`src/rtl/instruction_loader_pkg.sv`:
```
// Shared definitions for the instruction loader: FSM state encoding and
// byte/word geometry helpers.
package instruction_loader_pkg;

  typedef enum logic [2:0] {
    S_IDLE,
    S_LEN_HI,
    S_LEN_LO,
    S_DATA,
    S_WRITE,
    S_DONE
  } state_e;

  localparam int DEFAULT_INSTRUCTION_SIZE = 16;
  localparam int BYTES_PER_WORD           = DEFAULT_INSTRUCTION_SIZE / 8;

  // Bytes per instruction word for an arbitrary (multiple-of-8) width.
  function automatic int bytes_per_word(input int size);
    return size / 8;
  endfunction

endpackage

```
`src/rtl/instruction_loader.sv`:
```
// Instruction loader: writer side of the instruction memory.
// Receives a byte stream (16-bit big-endian word count N, then N words
// MSB-first), assembles words and writes them from address 0 upward.
// The CPU is held in reset while a load is in progress.
//
// Ports:
//   clk, rst        clock, asynchronous active-high reset
//   start           one-cycle load request (honoured in IDLE/DONE only)
//   in_data/valid   stream byte and its qualifier
//   in_ready        loader accepts a byte this cycle
//   mem_we/addr/data synchronous write port into instruction memory
//   busy, cpu_hold  load in progress (identical)
//   done, error     sticky status of the last load
module instruction_loader
  import instruction_loader_pkg::*;
#(
  parameter int INSTRUCTION_SIZE      = 16,
  parameter int INSTRUCTION_ADDR_SIZE = 10
) (
  input  logic                             clk,
  input  logic                             rst,
  input  logic                             start,
  input  logic [7:0]                       in_data,
  input  logic                             in_valid,
  output logic                             in_ready,
  output logic                             mem_we,
  output logic [INSTRUCTION_ADDR_SIZE-1:0] mem_addr,
  output logic [INSTRUCTION_SIZE-1:0]      mem_data,
  output logic                             busy,
  output logic                             cpu_hold,
  output logic                             done,
  output logic                             error
);

  localparam int     BPW   = bytes_per_word(INSTRUCTION_SIZE);
  localparam int     IDX_W = (BPW > 1) ? $clog2(BPW) : 1;
  // One extra bit so a full-depth load reaches the final count without wrap.
  localparam int     CNT_W = INSTRUCTION_ADDR_SIZE + 1;
  localparam longint DEPTH = longint'(1) << INSTRUCTION_ADDR_SIZE;

  state_e                      state, state_nxt;
  logic [15:0]                 len_q;
  logic [CNT_W-1:0]            cnt_q;
  logic [IDX_W-1:0]            idx_q;
  logic [INSTRUCTION_SIZE-1:0] shift_q;
  logic [INSTRUCTION_SIZE-1:0] data_q;
  logic                        done_q;
  logic                        error_q;

  logic                        accept;
  logic [15:0]                 len_full;
  logic                        len_zero;
  logic                        len_over;
  logic                        last_byte;
  logic                        last_word;
  logic [INSTRUCTION_SIZE-1:0] shift_nxt;

  always_comb begin
    len_full  = {len_q[15:8], in_data};
    len_zero  = (len_full == 16'd0);
    len_over  = (longint'(len_full) > DEPTH);
    // Bytes enter at the LSB; after BPW shifts the first byte sits at the MSB.
    shift_nxt = (shift_q << 8) | INSTRUCTION_SIZE'(in_data);
    last_byte = (idx_q == IDX_W'(BPW - 1));
    last_word = ((32'(cnt_q) + 32'd1) == 32'(len_q));
  end

  // State register
  always_ff @(posedge clk or posedge rst) begin
    if (rst) state <= S_IDLE;
    else     state <= state_nxt;
  end

  // Next state and decoded outputs. mem_we is decoded from state so it
  // drops the moment reset forces IDLE.
  always_comb begin
    state_nxt = state;
    in_ready  = 1'b0;
    mem_we    = 1'b0;
    busy      = 1'b1;
    case (state)
      S_IDLE, S_DONE: begin
        busy = 1'b0;
        if (start) state_nxt = S_LEN_HI;
      end
      S_LEN_HI: begin
        in_ready = 1'b1;
        if (in_valid) state_nxt = S_LEN_LO;
      end
      S_LEN_LO: begin
        in_ready = 1'b1;
        if (in_valid) state_nxt = (len_zero || len_over) ? S_DONE : S_DATA;
      end
      S_DATA: begin
        in_ready = 1'b1;
        if (in_valid && last_byte) state_nxt = S_WRITE;
      end
      S_WRITE: begin
        mem_we    = 1'b1;
        state_nxt = last_word ? S_DONE : S_DATA;
      end
      default: begin
        busy      = 1'b0;
        state_nxt = S_IDLE;
      end
    endcase
  end

  assign accept = in_valid && in_ready;

  // Datapath: length capture, byte assembly, address count, sticky status.
  always_ff @(posedge clk or posedge rst) begin
    if (rst) begin
      len_q   <= '0;
      cnt_q   <= '0;
      idx_q   <= '0;
      shift_q <= '0;
      data_q  <= '0;
      done_q  <= 1'b0;
      error_q <= 1'b0;
    end else begin
      case (state)
        S_IDLE, S_DONE: begin
          if (start) begin
            done_q  <= 1'b0;
            error_q <= 1'b0;
          end
        end
        S_LEN_HI: begin
          if (accept) len_q[15:8] <= in_data;
        end
        S_LEN_LO: begin
          if (accept) begin
            len_q <= len_full;
            if (len_zero) begin
              done_q <= 1'b1;
            end else if (len_over) begin
              error_q <= 1'b1;
            end else begin
              cnt_q <= '0;
              idx_q <= '0;
            end
          end
        end
        S_DATA: begin
          if (accept) begin
            shift_q <= shift_nxt;
            if (last_byte) begin
              data_q <= shift_nxt;
              idx_q  <= '0;
            end else begin
              idx_q <= idx_q + IDX_W'(1);
            end
          end
        end
        S_WRITE: begin
          cnt_q <= cnt_q + CNT_W'(1);
          if (last_word) done_q <= 1'b1;
        end
        default: ;
      endcase
    end
  end

  assign mem_addr = cnt_q[INSTRUCTION_ADDR_SIZE-1:0];
  assign mem_data = data_q;
  assign cpu_hold = busy;
  assign done     = done_q;
  assign error    = error_q;

endmodule

```
`config.mk`:
```
export PLATFORM = sky130hd
export DESIGN_NAME = instruction_loader
export DESIGN_NICKNAME = d
export VERILOG_FILES = /design/src/rtl/instruction_loader_pkg.sv /design/src/rtl/instruction_loader.sv
export SDC_FILE = /design/constraint.sdc
export NUM_CORES = 1
export LEC_CHECK = 0
export CAP_MARGIN = 20
export CORE_MARGIN = 2
export CORE_UTILIZATION = 40
export DETAILED_ROUTE_END_ITERATION = 10
export HOLD_SLACK_MARGIN = 0.15
export PLACE_DENSITY_LB_ADDON = 0.08
export SLEW_MARGIN = 15
export SYNTH_ARGS = -nofsm -noshare
export SYNTH_HDL_FRONTEND = slang
export SYNTH_SLANG_ARGS = --single-unit
```
`constraint.sdc`:
```
create_clock -name clk -period 2.32 [get_ports clk]
set_clock_uncertainty 0.1 [all_clocks]
set_input_delay 0.464 -clock clk [delete_from_list [all_inputs] [get_ports clk]]
set_output_delay 0.464 -clock clk [all_outputs]
set_load 0.02 [all_outputs]
```
==> impl_results.md, run 1 <==
* Diode count at 0
* Synthesized area per cell at 10.8 sq um
* Area of the multi-input gates at 0.00142 sq mm
* Area after DPL at 0.00360 sq mm
* Fraction of final layout cells sized beyond drive strength 1 at between 20% and 30%
* Final Cycle Share at 96.8%
* Crit path arrival time at 2.39 ns
* Worst Reg-to-Reg Cells at 6
* DR vias at 2297
* Post-synth EDFFs at 0
* Initial core utilization at about two fifths
* Vias in the first global route at between 2k and 2.5k
* Die area at 0.00813 sq mm
* Run status: finished, final reports clean
* Async set-or-reset flop fraction in the synthesized netlist at 100%
* HP Class: reg2reg
* Root Driver: clkbuf_8
* Post-route ant nets at 0
* Worst skew pair latency at ~0.33 ns
* Die W at between 90 and 100 um
* Post-route minimum period at 2.25 ns
* GRT overflow at 0
* Setup slack at placement at -0.348 ns
* Most used DFF post-synth: dfrtp_1
* Routed Wire Length at 6730 um
* Register area at approximately 0.0014 sq mm
* Row count at 31
* Clock sinks at between 50 and 60
* Setup-failing EPs final at 0
* Max_cap viols at 0
* HP Start: done$_DFFE_PP0P_
* FMAX at 445 MHz
* Final Hold Vio Count at 0
* CTS tree: built
* Mapped cell area at 0.00297 sq mm
* Detailed Place HPWL at just under 5000 um
* # fillers at between 600 and 700
* Synth area leaders: dfrtp_1, mux2_2, xnor2_1
* Largest net degree at the start of global routing at 58
* RSZ-0062 raised after global routing: true
* Number of synthesis warnings at 0
* Reg-to-Reg Start: len_q[12]$_DFFE_PP0P_
* Critical Path RT at 2.47 ns
* Max Buffers Root-to-Sink at 2
* Fin area at slightly below 0.004 sq mm
* CTS buffer count at 9
* CP startpoint kind: input pin
* Area share of the largest cell type after synthesis at between 40 and 50%
* Max VDD drop at 671 uV
* Total negative slack at 0 ns
* H-tree levels at 3
* GR Util All Layers at about 18%
* Area leader, netlist: dfrtp_1
* IO Count at 44
* Setup Buffers After CTS at 0
* Number of DRC markers in iteration 0 at between 90 and 100
* Routability cong. at 0.918
* CP endpoint kind: flip-flop
* WL per Instance at between 15 and 20 um
* Worst setup margin at 0.0744 ns
* Core ar. at 0.00721 sq mm
* Vias per inst at between 5 and 6
* FF+latch count, synth at 57
* Nets at between 300 and 400
* Commonest non-fill, non-tap cell in the layout: dfrtp_1
* P_leak at 1.62 nW
* WHS Path Cells at 2
* Slew Limit Fails at 0
* Chip height at 90.2 um
* Syn_nets at 287
* Worst Hold Path EP: done$_DFFE_PP0P_
* Pwr Density at 1430 mW/mm^2
* Initial antenna violation count at 0
* Worst Setup Path Type: in2reg
* Crit Reg-Reg Endpoint: cnt_q[5]$_DFFE_PP0P_
* CP max FO at 6
* Sequential element share of the synthesized area at 48.0%
* Relative slew margins at 74.2%
* Worst slew pin tran at just under 0.4 ns
* # DRC at 0
* DRT Pass-1 Iters at 4
* IO Port Bufs at 43
* Area delta synth->final at 29.4%
* Most frequent cells in the layout: dfrtp_1, mux2_2, clkdlybuf4s50_1
* Internal reg-to-reg setup slack at 0.16 ns
* First-pass GRT wire length at 11300 um
* Gate Count Post-Synth at 274
* Total power at 0.00548 W
* Post-synth cell types at 46
* Fin util at approximately 53%
* Clock slew at reported path FFs at 0.06 ns
## critical path, cell delays in order
cell             delay (ns)
clkdlybuf4s50_1        0.45
nor4_2                 0.28
buf_4                  0.16
nand3_2                0.14
buf_4                  0.18
o31a_1                 0.29
o22a_4                 0.26
a31oi_1                0.17
## worst max-delay path by stage
stage | startpoint | end | slack (ns) | depth (start not counted)
floorplan | len_q[12]$_DFFE_PP0P_ | cnt_q[3]$_DFFE_PP0P_ | 0.24 | 6
global placement | in_data[3] | cnt_q[8]$_DFFE_PP0P_ | -0.27 | 9
detailed placement | in_data[3] | cnt_q[10]$_DFFE_PP0P_ | -0.35 | 9
CTS | in_data[3] | cnt_q[5]$_DFFE_PP0P_ | 0.01 | 8
global route | in_data[7] | cnt_q[3]$_DFFE_PP0P_ | -0.02 | 8
finish | in_data[7] | cnt_q[5]$_DFFE_PP0P_ | 0.07 | 8
## registers in the layout, summed over array words and instances, names as in the netlist
signal,count
shift_q,8
idx_q,1
done,1
state,3
len_q,16
mem_data,16
cnt_q,11
error,1
## layout make-up
type                       count  area share, %
inverter                       5          0.488
clock buffer                  12           4.03
tap                           99           3.22
timing repair buffer          70           16.9
sequential                    57           37.1
clock inverter                 4           1.33
multi-input combinational    188           37.0
## cells by family after synthesis
family | share of synthesized area [%]
AO/OA/AOI/OAI | 13.7
flip-flops | 48.0
multiplexers | 15.2
adder cells (fa/ha/maj) | 0.421
XOR/XNOR | 4.72
buffers and inverters | 5.39
AND/OR/NAND/NOR | 12.6
## where the power goes
part           internal [W]  total [W]  switching, W
Clock              0.000555   0.000957      0.000402
Combinational       0.00134    0.00256       0.00122
Sequential          0.00148    0.00196      0.000479
Total               0.00338    0.00548       0.00210
## cell usage after synthesis, types with 3 or more instances
cell	number
nor4_1	3
inv_1	4
a21oi_1	14
mux2_2	40
a31oi_1	11
o21ai_0	15
and4_1	3
nand2_1	14
clkbuf_1	9
buf_4	11
xor2_1	6
nor2_1	12
and2_1	4
and3_1	8
a22o_1	3
xnor2_1	10
nand3_1	12
a21o_1	3
dfrtp_1	57
## routing by layer
| layer | GRT usage, % | up-vias | share of wire [%] |
|---|---|---|---|
| met3 | 5.20 | 9 | 4.7 |
| met1 | 23.3 | 1117 | 46 |
| met2 | 27.9 | 57 | 48 |
| met4 | 5.00 | 0 | 1.4 |
| li1 | - | 1114 | - |
| met5 | 0 | - | 0 |
## repair_timing
action	CTS	global route
gates cloned	0	0
pin swaps	0	1
resized for setup	2	9
hold buffers	0	0
setup endpoints to repair	2	15
## per-stage QoR
| stage | hold slack (ns) | std cells |
|---|---|---|
| finish | 0.374 | 435 |
| global route | 0.417 | 435 |
| CTS | 0.385 | 435 |
| detailed placement | 0.370 | 419 |
| global placement | 0.375 | 419 |
| floorplan | 0.375 | 274 |
Note: power is estimated with default switching activity, not from simulation.
==> inputs of run 2 (changes only) <==
--- a/config.mk
+++ b/config.mk
@@ -8,6 +8,7 @@
 export CAP_MARGIN = 20
 export CORE_MARGIN = 2
 export CORE_UTILIZATION = 40
+export CTS_BUF_LIST = sky130_fd_sc_hd__clkbuf_4
 export DETAILED_ROUTE_END_ITERATION = 10
 export HOLD_SLACK_MARGIN = 0.15
 export PLACE_DENSITY_LB_ADDON = 0.08
==> run 2 against run 1 <==
Effect of this change: worst hold slack got worse by 0.055 ns; utilization fell by 1.4 points; setup slack better by 0.057 ns; combinational power barely moved; largest power group unchanged.
==> impl_results.md, run 2 (synthesized netlist as in run 1, its figures left out) <==
* Run status: finished, final reports clean (unchanged)
* CTS buffer count at 9 (unchanged)
* Root Driver: clkbuf_4 (was clkbuf_8)
* DRT Pass-1 Iters at 4 (unchanged)
* Worst path bufs/invs at 1 (was 3)
* Relative slew margins at 74.1% (was 74.2%)
* WL per Instance at 15.5 um (about the same)
* # fillers at 680 (was 674)
* Max VDD drop at 609 uV (was 671 uV)
* Clock power frac at 13.8% (was 17.4%)
* DR vias at 2297 (unchanged)
* Number of DRC markers in iteration 0 at 115 (was 96)
* HP Class: in2async (was reg2reg)
* Detailed Place HPWL at 4880 um (unchanged)
* Worst path cell trace: clkdlybuf4s50_1 (was clkdlybuf4s50_1, nor4_2, buf_4, nand3_2, buf_4, o31a_1, o22a_4, a31oi_1)
* Max stage delay on crit path at 0.67 ns (was 0.45 ns)
* Core ar. at 0.00721 sq mm (unchanged)
* Final Cycle Share at 94.4% (was 96.8%)
* Pwr Density at 1390 mW/mm^2 (was 1430 mW/mm^2)
* IO Port Bufs at 43 (unchanged)
* P_leak at 1.57 nW (was 1.62 nW)
* GRT overflow at 0 (unchanged)
* Internal power at 0.00313 W (was 0.00338 W)
* Chip height at 90.2 um (unchanged)
* Setup-failing EPs final at 0 (unchanged)
* Diode count at 0 (unchanged)
* Seq pwr share at 37.5% (was 35.8%)
* Commonest non-fill, non-tap cell in the layout: dfrtp_1 (unchanged)
* Total negative slack at 0 ns (unchanged)
* CP startpoint kind: flip-flop (was input pin)
* Crit path max-delay family: buffers and inverters (unchanged)
* Worst slew pin tran at 0.387 ns (about the same)
* Sw Share at 40.0% (was 38.4%)
* CP max FO at 11 (was 6)
* Fraction of final layout cells sized beyond drive strength 1 at 26.5% (was 28.0%)
* Routability cong. at 0.918 (unchanged)
* Area delta synth->final at 26.1% (was 29.4%)
* CP endpoint kind: output pin (was flip-flop)
* Total power at 0.00521 W (was 0.00548 W)
* Row count at 31 (unchanged)
* CP max-delay cell: clkdlybuf4s50_1 (unchanged)
* Initial antenna violation count at 0 (unchanged)
* Fin util at 52.0% (was 53.3%)
* Max_cap viols at 0 (unchanged)
* Most frequent cells in the layout: dfrtp_1, mux2_2, clkdlybuf4s50_1 (unchanged)
* Clock sinks at 57 (unchanged)
* Crit path arrival time at 1.63 ns (was 2.39 ns)
* Final Hold Vio Count at 0 (unchanged)
* First-pass GRT wire length at 11400 um (was 11300 um)
* Critical Path RT at 1.76 ns (was 2.47 ns)
* Routed Wire Length at 6730 um (about the same)
* Comb power frac at 48.7% (was 46.7%)
* Post-route minimum period at 2.19 ns (was 2.25 ns)
* H-tree levels at 3 (unchanged)
* IO Count at 44 (unchanged)
* Clock slew at reported path FFs at 0.11 ns (was 0.06 ns)
* GR Util All Layers at 17.7% (was 17.5%)
* Largest net degree at the start of global routing at 58 (unchanged)
* Worst skew pair latency at 0.40 ns (was 0.33 ns)
* Die W at 90.2 um (unchanged)
* # DRC at 0 (unchanged)
* Die area at 0.00813 sq mm (unchanged)
* FMAX at 457 MHz (was 445 MHz)
* Vias per inst at 5.28 (unchanged)
* Initial core utilization at 41.2% (unchanged)
* Slew Limit Fails at 0 (unchanged)
* Max Buffers Root-to-Sink at 2 (unchanged)
* Worst Setup Path Type: reg2out (was in2reg)
* Sw Pwr at 0.00208 W (was 0.00210 W)
* CTS tree: built (unchanged)
* Vias in the first global route at 2239 (was 2250)
* Nets at 344 (unchanged)
* RSZ-0062 raised after global routing: false (was true)
* Post-route ant nets at 0 (unchanged)
[run 2: cell count changes in the layout (fill, tap and decap cells not counted), sizes merged]
cell | before | now
clkbuf | 12 | 10
clkinv | 3 | 5
dlymetal6s2s | 2 | 0
dlygate4sd2 | 1 | 3
[run 2: worst paths after layout]
path	from	to	slack [ns]	cells after the start
worst min register to register	done$_DFFE_PP0P_	done$_DFFE_PP0P_	0.38	2
worst max register to register	len_q[12]$_DFFE_PP0P_	cnt_q[5]$_DFFE_PP0P_	0.15	6
worst min-delay path	rst	cnt_q[9]$_DFFE_PP0P_	0.32	3
min in group clk	done$_DFFE_PP0P_	done$_DFFE_PP0P_	0.38	2
max in group asynchronous	rst	len_q[3]$_DFFE_PP0P_	1.53	3
worst max-delay path	cnt_q[4]$_DFFE_PP0P_	mem_addr[4]	0.13	1
[run 2: worst min-delay path, cell delays in order]
cell	delay (ns)
clkdlybuf4s50_1	0.41
inv_2	0.07
buf_12	0.27
[run 2: final cells by class]
cell class	instances	area, sq um	area share (%)
Sequential cell	57	1430	38.1
Timing Repair Buffer	70	642	17.1
Inverter	5	18.8	0.501
Clock buffer	10	75.1	2.00
Clock inverter	6	58.8	1.57
Multi-Input combinational cell	188	1400	37.4
Tap cell	99	124	3.30
[run 2: repair_timing]
item | CTS | global route
hold buffers | 0 | 0
setup endpoints to repair | 3 | 7
pin swaps | 0 | 1
buffers inserted | 0 | 0
gates resized for setup | 3 | 4
[run 2: routing by layer]
metal  GRT usage [%]  wire, um
met5               0         0
met4            5.51       105
met3            5.20       327
met2            28.1      3190
met1            23.4      3110
[run 2: power by group through the flow]
stage / logic (W) / clock network (W) / registers [W]
floorplan: 0.00169 / 0 / 0.00196
global placement: 0.00253 / 0 / 0.00197
detailed placement: 0.00256 / 0 / 0.00198
CTS: 0.00254 / 0.000735 / 0.00196
global route: 0.00276 / 0.000775 / 0.00205
finish: 0.00254 / 0.000718 / 0.00196
[run 2: per-stage QoR]
step / hold WS [ns] / std cells / setup WS (ns) / area (sq um)
finish: 0.319 / 435 / 0.131 / 3750
global route: 0.333 / 435 / 0.00613 / 3750
CTS: 0.329 / 435 / 0.0634 / 3730
detailed placement: 0.370 / 419 / -0.348 / 3600
global placement: 0.375 / 419 / -0.274 / 3600
floorplan: 0.375 / 274 / 0.243 / 2970
